## src/rtl/fpga_btn_reset_ctrl.sv

```systemverilog
// Board reset sequencer: debounces the user button, turns a short press into a SoC
// reset pulse and a long press (after release) into a bootloader board reset.
module fpga_btn_reset_ctrl #(
    parameter int unsigned DEBOUNCE_CYCLES   = 48000,
    parameter int unsigned LONG_PRESS_CYCLES = 96000000,
    parameter int unsigned SOC_RST_CYCLES    = 16,
    parameter int unsigned HEARTBEAT_CYCLES  = 24000000
) (
    input  logic       clk,
    input  logic       rst_n,
    input  logic       usr_btn,
    output logic       soc_rst_n_out,
    output logic       board_rst_n,
    output logic       led_r,
    output logic       led_g,
    output logic       led_b,
    output logic [2:0] state_dbg
);

    typedef enum logic [2:0] {
        ST_IDLE    = 3'd0,
        ST_PRESSED = 3'd1,
        ST_ARMED   = 3'd2,
        ST_SOC_RST = 3'd3,
        ST_BOOT    = 3'd4
    } state_t;

    localparam int DB_W = $clog2(DEBOUNCE_CYCLES + 1);
    localparam int HOLD_W = $clog2(LONG_PRESS_CYCLES + 1);
    localparam int PULSE_W = $clog2(SOC_RST_CYCLES + 1);
    localparam int HB_W = $clog2(HEARTBEAT_CYCLES + 1);

    localparam logic [DB_W-1:0]    DB_LAST    = DB_W'(DEBOUNCE_CYCLES - 1);
    localparam logic [HOLD_W-1:0]  HOLD_LAST  = HOLD_W'(LONG_PRESS_CYCLES - 1);
    localparam logic [HOLD_W-1:0]  HOLD_MAX   = HOLD_W'(LONG_PRESS_CYCLES);
    localparam logic [PULSE_W-1:0] PULSE_LAST = PULSE_W'(SOC_RST_CYCLES - 1);
    localparam logic [HB_W-1:0]    HB_LAST    = HB_W'(HEARTBEAT_CYCLES - 1);

    state_t              state;
    state_t              state_d;
    logic                btn_meta;
    logic                btn_s;
    logic                btn_db;
    logic                db_rise;
    logic                db_fall;
    logic [DB_W-1:0]     db_cnt;
    logic [HOLD_W-1:0]   hold_cnt;
    logic [PULSE_W-1:0]  pulse_cnt;
    logic [HB_W-1:0]     hb_cnt;
    logic [HB_W-1:0]     hb_cnt_d;
    logic                hb_led;
    logic                hb_led_d;
    logic                soc_d;
    logic                board_d;
    logic                r_d;
    logic                g_d;
    logic                b_d;

    assign state_dbg = state;

    // Synchroniser flops reset to "released" so a held button is seen as a fresh press.
    always_ff @(posedge clk) begin
        if (!rst_n) begin
            btn_meta <= 1'b1;
            btn_s    <= 1'b1;
        end else begin
            btn_meta <= usr_btn;
            btn_s    <= btn_meta;
        end
    end

    // db_rise/db_fall are one-cycle pulses aligned with the btn_db update.
    always_ff @(posedge clk) begin
        if (!rst_n) begin
            btn_db  <= 1'b1;
            db_cnt  <= '0;
            db_rise <= 1'b0;
            db_fall <= 1'b0;
        end else begin
            db_rise <= 1'b0;
            db_fall <= 1'b0;
            if (btn_s != btn_db) begin
                if (db_cnt == DB_LAST) begin
                    btn_db  <= btn_s;
                    db_cnt  <= '0;
                    db_rise <= btn_s;
                    db_fall <= ~btn_s;
                end else begin
                    db_cnt <= db_cnt + 1'b1;
                end
            end else begin
                db_cnt <= '0;
            end
        end
    end

    always_ff @(posedge clk) begin
        if (!rst_n) begin
            state <= ST_IDLE;
        end else begin
            state <= state_d;
        end
    end

    always_comb begin
        state_d = state;
        case (state)
            ST_IDLE: begin
                if (db_fall) state_d = ST_PRESSED;
            end
            ST_PRESSED: begin
                // A release landing on the threshold cycle still counts as a short press.
                if (db_rise) state_d = ST_SOC_RST;
                else if (hold_cnt == HOLD_LAST) state_d = ST_ARMED;
            end
            ST_ARMED: begin
                if (db_rise) state_d = ST_BOOT;
            end
            ST_SOC_RST: begin
                if (pulse_cnt == PULSE_LAST) state_d = ST_IDLE;
            end
            ST_BOOT: begin
                state_d = ST_BOOT;
            end
            default: begin
                state_d = ST_IDLE;
            end
        endcase
    end

    always_ff @(posedge clk) begin
        if (!rst_n) begin
            hold_cnt  <= '0;
            pulse_cnt <= '0;
        end else begin
            if (state != ST_PRESSED) hold_cnt <= '0;
            else if (hold_cnt != HOLD_MAX) hold_cnt <= hold_cnt + 1'b1;

            if (state == ST_SOC_RST && state_d == ST_SOC_RST) pulse_cnt <= pulse_cnt + 1'b1;
            else pulse_cnt <= '0;
        end
    end

    // Heartbeat only runs while staying in IDLE; any entry restarts it dark.
    always_comb begin
        hb_cnt_d = '0;
        hb_led_d = 1'b1;
        if (state == ST_IDLE && state_d == ST_IDLE) begin
            if (hb_cnt == HB_LAST) begin
                hb_cnt_d = '0;
                hb_led_d = ~hb_led;
            end else begin
                hb_cnt_d = hb_cnt + 1'b1;
                hb_led_d = hb_led;
            end
        end
    end

    always_comb begin
        soc_d   = !(state_d == ST_SOC_RST || state_d == ST_BOOT);
        board_d = (state_d != ST_BOOT);
        r_d     = !(state_d == ST_PRESSED || state_d == ST_ARMED || state_d == ST_BOOT);
        b_d     = !(state_d == ST_SOC_RST || state_d == ST_BOOT);
        g_d     = 1'b1;
        case (state_d)
            ST_IDLE:  g_d = hb_led_d;
            ST_ARMED: g_d = 1'b0;
            ST_BOOT:  g_d = 1'b0;
            default:  g_d = 1'b1;
        endcase
    end

    // Outputs are registered so the board reset pin never sees decode glitches.
    always_ff @(posedge clk) begin
        if (!rst_n) begin
            hb_cnt        <= '0;
            hb_led        <= 1'b1;
            soc_rst_n_out <= 1'b0;
            board_rst_n   <= 1'b1;
            led_r         <= 1'b1;
            led_g         <= 1'b1;
            led_b         <= 1'b1;
        end else begin
            hb_cnt        <= hb_cnt_d;
            hb_led        <= hb_led_d;
            soc_rst_n_out <= soc_d;
            board_rst_n   <= board_d;
            led_r         <= r_d;
            led_g         <= g_d;
            led_b         <= b_d;
        end
    end

endmodule

```

## config.mk

```make
export PLATFORM = sky130hd
export DESIGN_NAME = fpga_btn_reset_ctrl
export DESIGN_NICKNAME = d
export VERILOG_FILES = /design/src/rtl/fpga_btn_reset_ctrl.sv
export SDC_FILE = /design/constraint.sdc
export NUM_CORES = 1
export LEC_CHECK = 0
export CORE_ASPECT_RATIO = 0.6
export CORE_MARGIN = 4
export CORE_UTILIZATION = 50
export CTS_BUF_LIST = sky130_fd_sc_hd__clkbuf_8
export DETAILED_ROUTE_END_ITERATION = 8
export DONT_BUFFER_PORTS = 1
export PLACE_DENSITY = 0.68
export SYNTH_ARGS = -nofsm -noshare
export SYNTH_HDL_FRONTEND = slang
export SYNTH_SLANG_ARGS = --single-unit
```

## constraint.sdc

```tcl
create_clock -name clk -period 2.1 [get_ports clk]
set_clock_uncertainty 0.15 [all_clocks]
set_input_delay 0.42 -clock clk [delete_from_list [all_inputs] [get_ports clk]]
set_output_delay 0.42 -clock clk [all_outputs]
set_load 0.01 [all_outputs]
```

==> impl_metrics.yaml <==
worst_setup_path:
  r2r_cells: 5
  critPathKind: "flop to flop"
  cp-end-kind: "flop"
  reg2reg_from: "hold_cnt[26]"
  crit_fanout: 4
  cp-startpoint: "hold_cnt[26]"
  crit_required_ns: 2.26
  timing.rr.end: "pulse_cnt[1]"
  cp-start-kind: "flop"
  rrSetupSlack_ns: 0.09
  crit_arrival_ns: 2.17
sta:
  setup_ws_ns: 0.0897
  maxSlewViolCount: 0
  worstMarginPinSlew_ns: 0.457
  hold_viol_final: 0
  hold-worst-slack_ns: 0.0276
  setup_tns_ns: 0
  max_freq_mhz: 497
  final-setup-viol-count: 0
  fin_crit_ns: 2.01
  max-slew-margin-rel: 0.693
  rsz0062_at_grt: "no"
  post-route-period-util: 0.957
final_layout:
  final_cell_mix: "87 x dfxtp_1, 83 x nor2_1, 43 x xnor2_1"
  layout-drive-gt1-share: 0.110
  num-fill-cells: 677
  stdcell_count: 569
  antenna_cells: 0
  synthToLayoutAreaGrowth_pct: 10.5
  nets: 469
  layout_commonest_cell: "dfxtp_1"
  fin_area_mm2: 0.00432
  final_util: 0.583
grt:
  overflow: 0
  antenna_found_initial: 0
  grt_pass1_wl_um: 12300
  grt_max_degree: 28
  grt_usage: 0.164
  grt_pass1_vias: 2594
floorplan:
  start_util: 0.527
  die_w_um: 122
  die_h_um: 76.5
  rows: 24
  ios: 11
  fp.coreArea_mm2: 0.00742
  die_area_mm2: 0.00935
clock_tree:
  cts_buffers: 9
  clkSinkCount: 87
  postCtsSetupRepairBufs: 0
  cts_tree: "yes"
  htree_levels: 3
  clock_path_buffers: 2
  clk_root_buffer_cell: "clkbuf_8"
  cts.clk_slew.worst_paths_ns: 0.09
  clkLatencyLatePin_ns: 0.37
logic_synthesis:
  synthCells: 445
  synth_area_leader_cell: "dfxtp_1"
  syn-num-nets: 454
  synth.avg_cell_area_um2: 8.79
  yosys_warnings: 0
  synth_area_mm2: 0.00391
  ys_seq_elements: 87
  synthSimpleGateAreaFrac: 0.313
  synthAdderAreaFrac: 0.0192
  ys_types: 42
  synth_compound_gate_area_share: 0.0285
  synth-edff-count: 0
  synth.area.mux_share: 0.00768
  synthArstFlopShare: 0
  synthTopCellsByArea: "dfxtp_1 45%, xnor2_1 9.6%, nor2_1 8.0%"
  synth_top_family_by_area: "simple AND/OR/NAND/NOR gates"
  yosysTopAreaCellShare: 0.445
  synth-xor-area-share: 0.143
  synthFlopType: "dfxtp_1"
  seq_area_frac_synth: 0.445
detailed_routing:
  drtIter0Drc: 184
  vias: 2905
  drt-total-wl_um: 7140
  drc: 0
  viasPerCell: 5.11
  dr.pass1.iters: 4
  wl_per_cell_um: 12.5
  drt.antenna.violating_nets: 0
status:
  status: "finished clean"
place:
  portBuffers: 0
  gp_congestion: 0.773
  place_ws_ns: 0.0779
  dp.cells: 551
  placed_area_mm2: 0.00411
  dp_hpwl_um: 5050
power_and_ir_drop:
  p_int_mw: 2.15
  p_per_area_mw_per_mm2: 649
  switching_share: 0.233
  power.total_mw: 2.80
  p_leak_nw: 1.38
  p_comb_frac: 0.012
  vdd_ir_drop_max_uv: 343
  power_switching_uw: 654
  p_clk_frac: 0.394
  seqPwrFrac: 0.593
min_path:
  holdPathStages: 1
  holdPathEnd: "state_dbg[0]"
  hold_start: "rst_n"
  min_path_type: "input port to flop"
run:
  drv_cap: 0
==> critical path: stages, from the launching register on <==
cell	delay, ns
dfxtp_1	0.36
nor4bb_1	0.29
nand4_1	0.25
o41a_1	0.56
nor2b_2	0.15
and3_1	0.18
==> power by group through the flow <==
stage / logic, mW / clock network (mW) / registers [mW]
after global placement: 0.0298 / 0 / 1.70
after CTS: 0.0352 / 1.15 / 1.66
after detailed placement: 0.0297 / 0 / 1.70
after global routing: 0.0392 / 1.23 / 1.67
after floorplan: 0.0291 / 0 / 1.70
final: 0.0347 / 1.11 / 1.66
==> registers in the layout, indices dropped and copies added, names as in the netlist <==
name           count
board_rst_n        1
btn_db             1
btn_meta           1
btn_s              1
db_cnt            16
db_fall            1
db_rise            1
hb_cnt            25
hb_led             1
hold_cnt          27
led_b              1
led_g              1
led_r              1
pulse_cnt          5
soc_rst_n_out      1
state_dbg          3
==> worst max path at each step <==
stage,slack (ns),endpoint
2_1_floorplan,0.14,hb_cnt[19]
3_3_place_gp,0.14,led_b
3_5_place_dp,0.08,led_b
4_1_cts,0.05,led_b
5_1_grt,0.0004,led_g
6_report,0.09,pulse_cnt[1]
==> final cells by class <==
class | instances | area (µm²) | share of cell area
Tap cell | 104 | 130 | 0.0301
Timing Repair Buffer | 22 | 183 | 0.0423
Clock inverter | 6 | 51.3 | 0.0119
Sequential cell | 87 | 1740 | 0.403
Clock buffer | 10 | 138 | 0.0318
Inverter | 19 | 71.3 | 0.0165
Multi-Input combinational cell | 321 | 2010 | 0.464
==> kinds of logic (layout without fill, tap and decap cells) <==
| kind of cell | Yosys count | in the layout |
|---|---|---|
| buffers and inverters | 37 | 57 |
| DFF | 87 | 87 |
| xor gates and xnor gates | 64 | 64 |
| AOI/OAI and AO/OA | 17 | 17 |
| adders and majority gates | 6 | 6 |
| muxes | 3 | 3 |
| and+or+nand+nor | 231 | 231 |
==> routing by layer <==
| metal | routed length (µm) | share of wire | track usage | vias to the layer above |
|---|---|---|---|---|
| li1 | - | - | - | 1532 |
| met1 | 4030 | 0.56 | 0.253 | 1318 |
| met2 | 2650 | 0.37 | 0.205 | 48 |
| met3 | 382 | 0.054 | 0.0504 | 7 |
| met4 | 76 | 0.011 | 0.0637 | 0 |
| met5 | 0 | 0 | 0 | - |
==> repair_timing <==
item | CTS | global route
hold buffers | 2 | 0
setup endpoints to repair | 0 | 5
gates resized for setup | 0 | 3
endpoints found under the hold margin | 9 | 0
==> cells in the mapped netlist, types with 4 or more instances <==
cell and n:
xor2_1 21, ha_1 6, a21oi_1 6, nand3_1 30, nor4_2 7, nor3_1 18
inv_1 19, and4_1 6, dfxtp_1 87, nand2b_1 5, clkbuf_1 8, nand4_1 16
buf_2 6, xnor2_1 43, nor2_1 83, nor2b_1 4, nor4_1 5, nor3b_1 4
or3_1 5, nand2_1 22, and3_1 10
No activity file was read; power rests on OpenSTA's default activity.
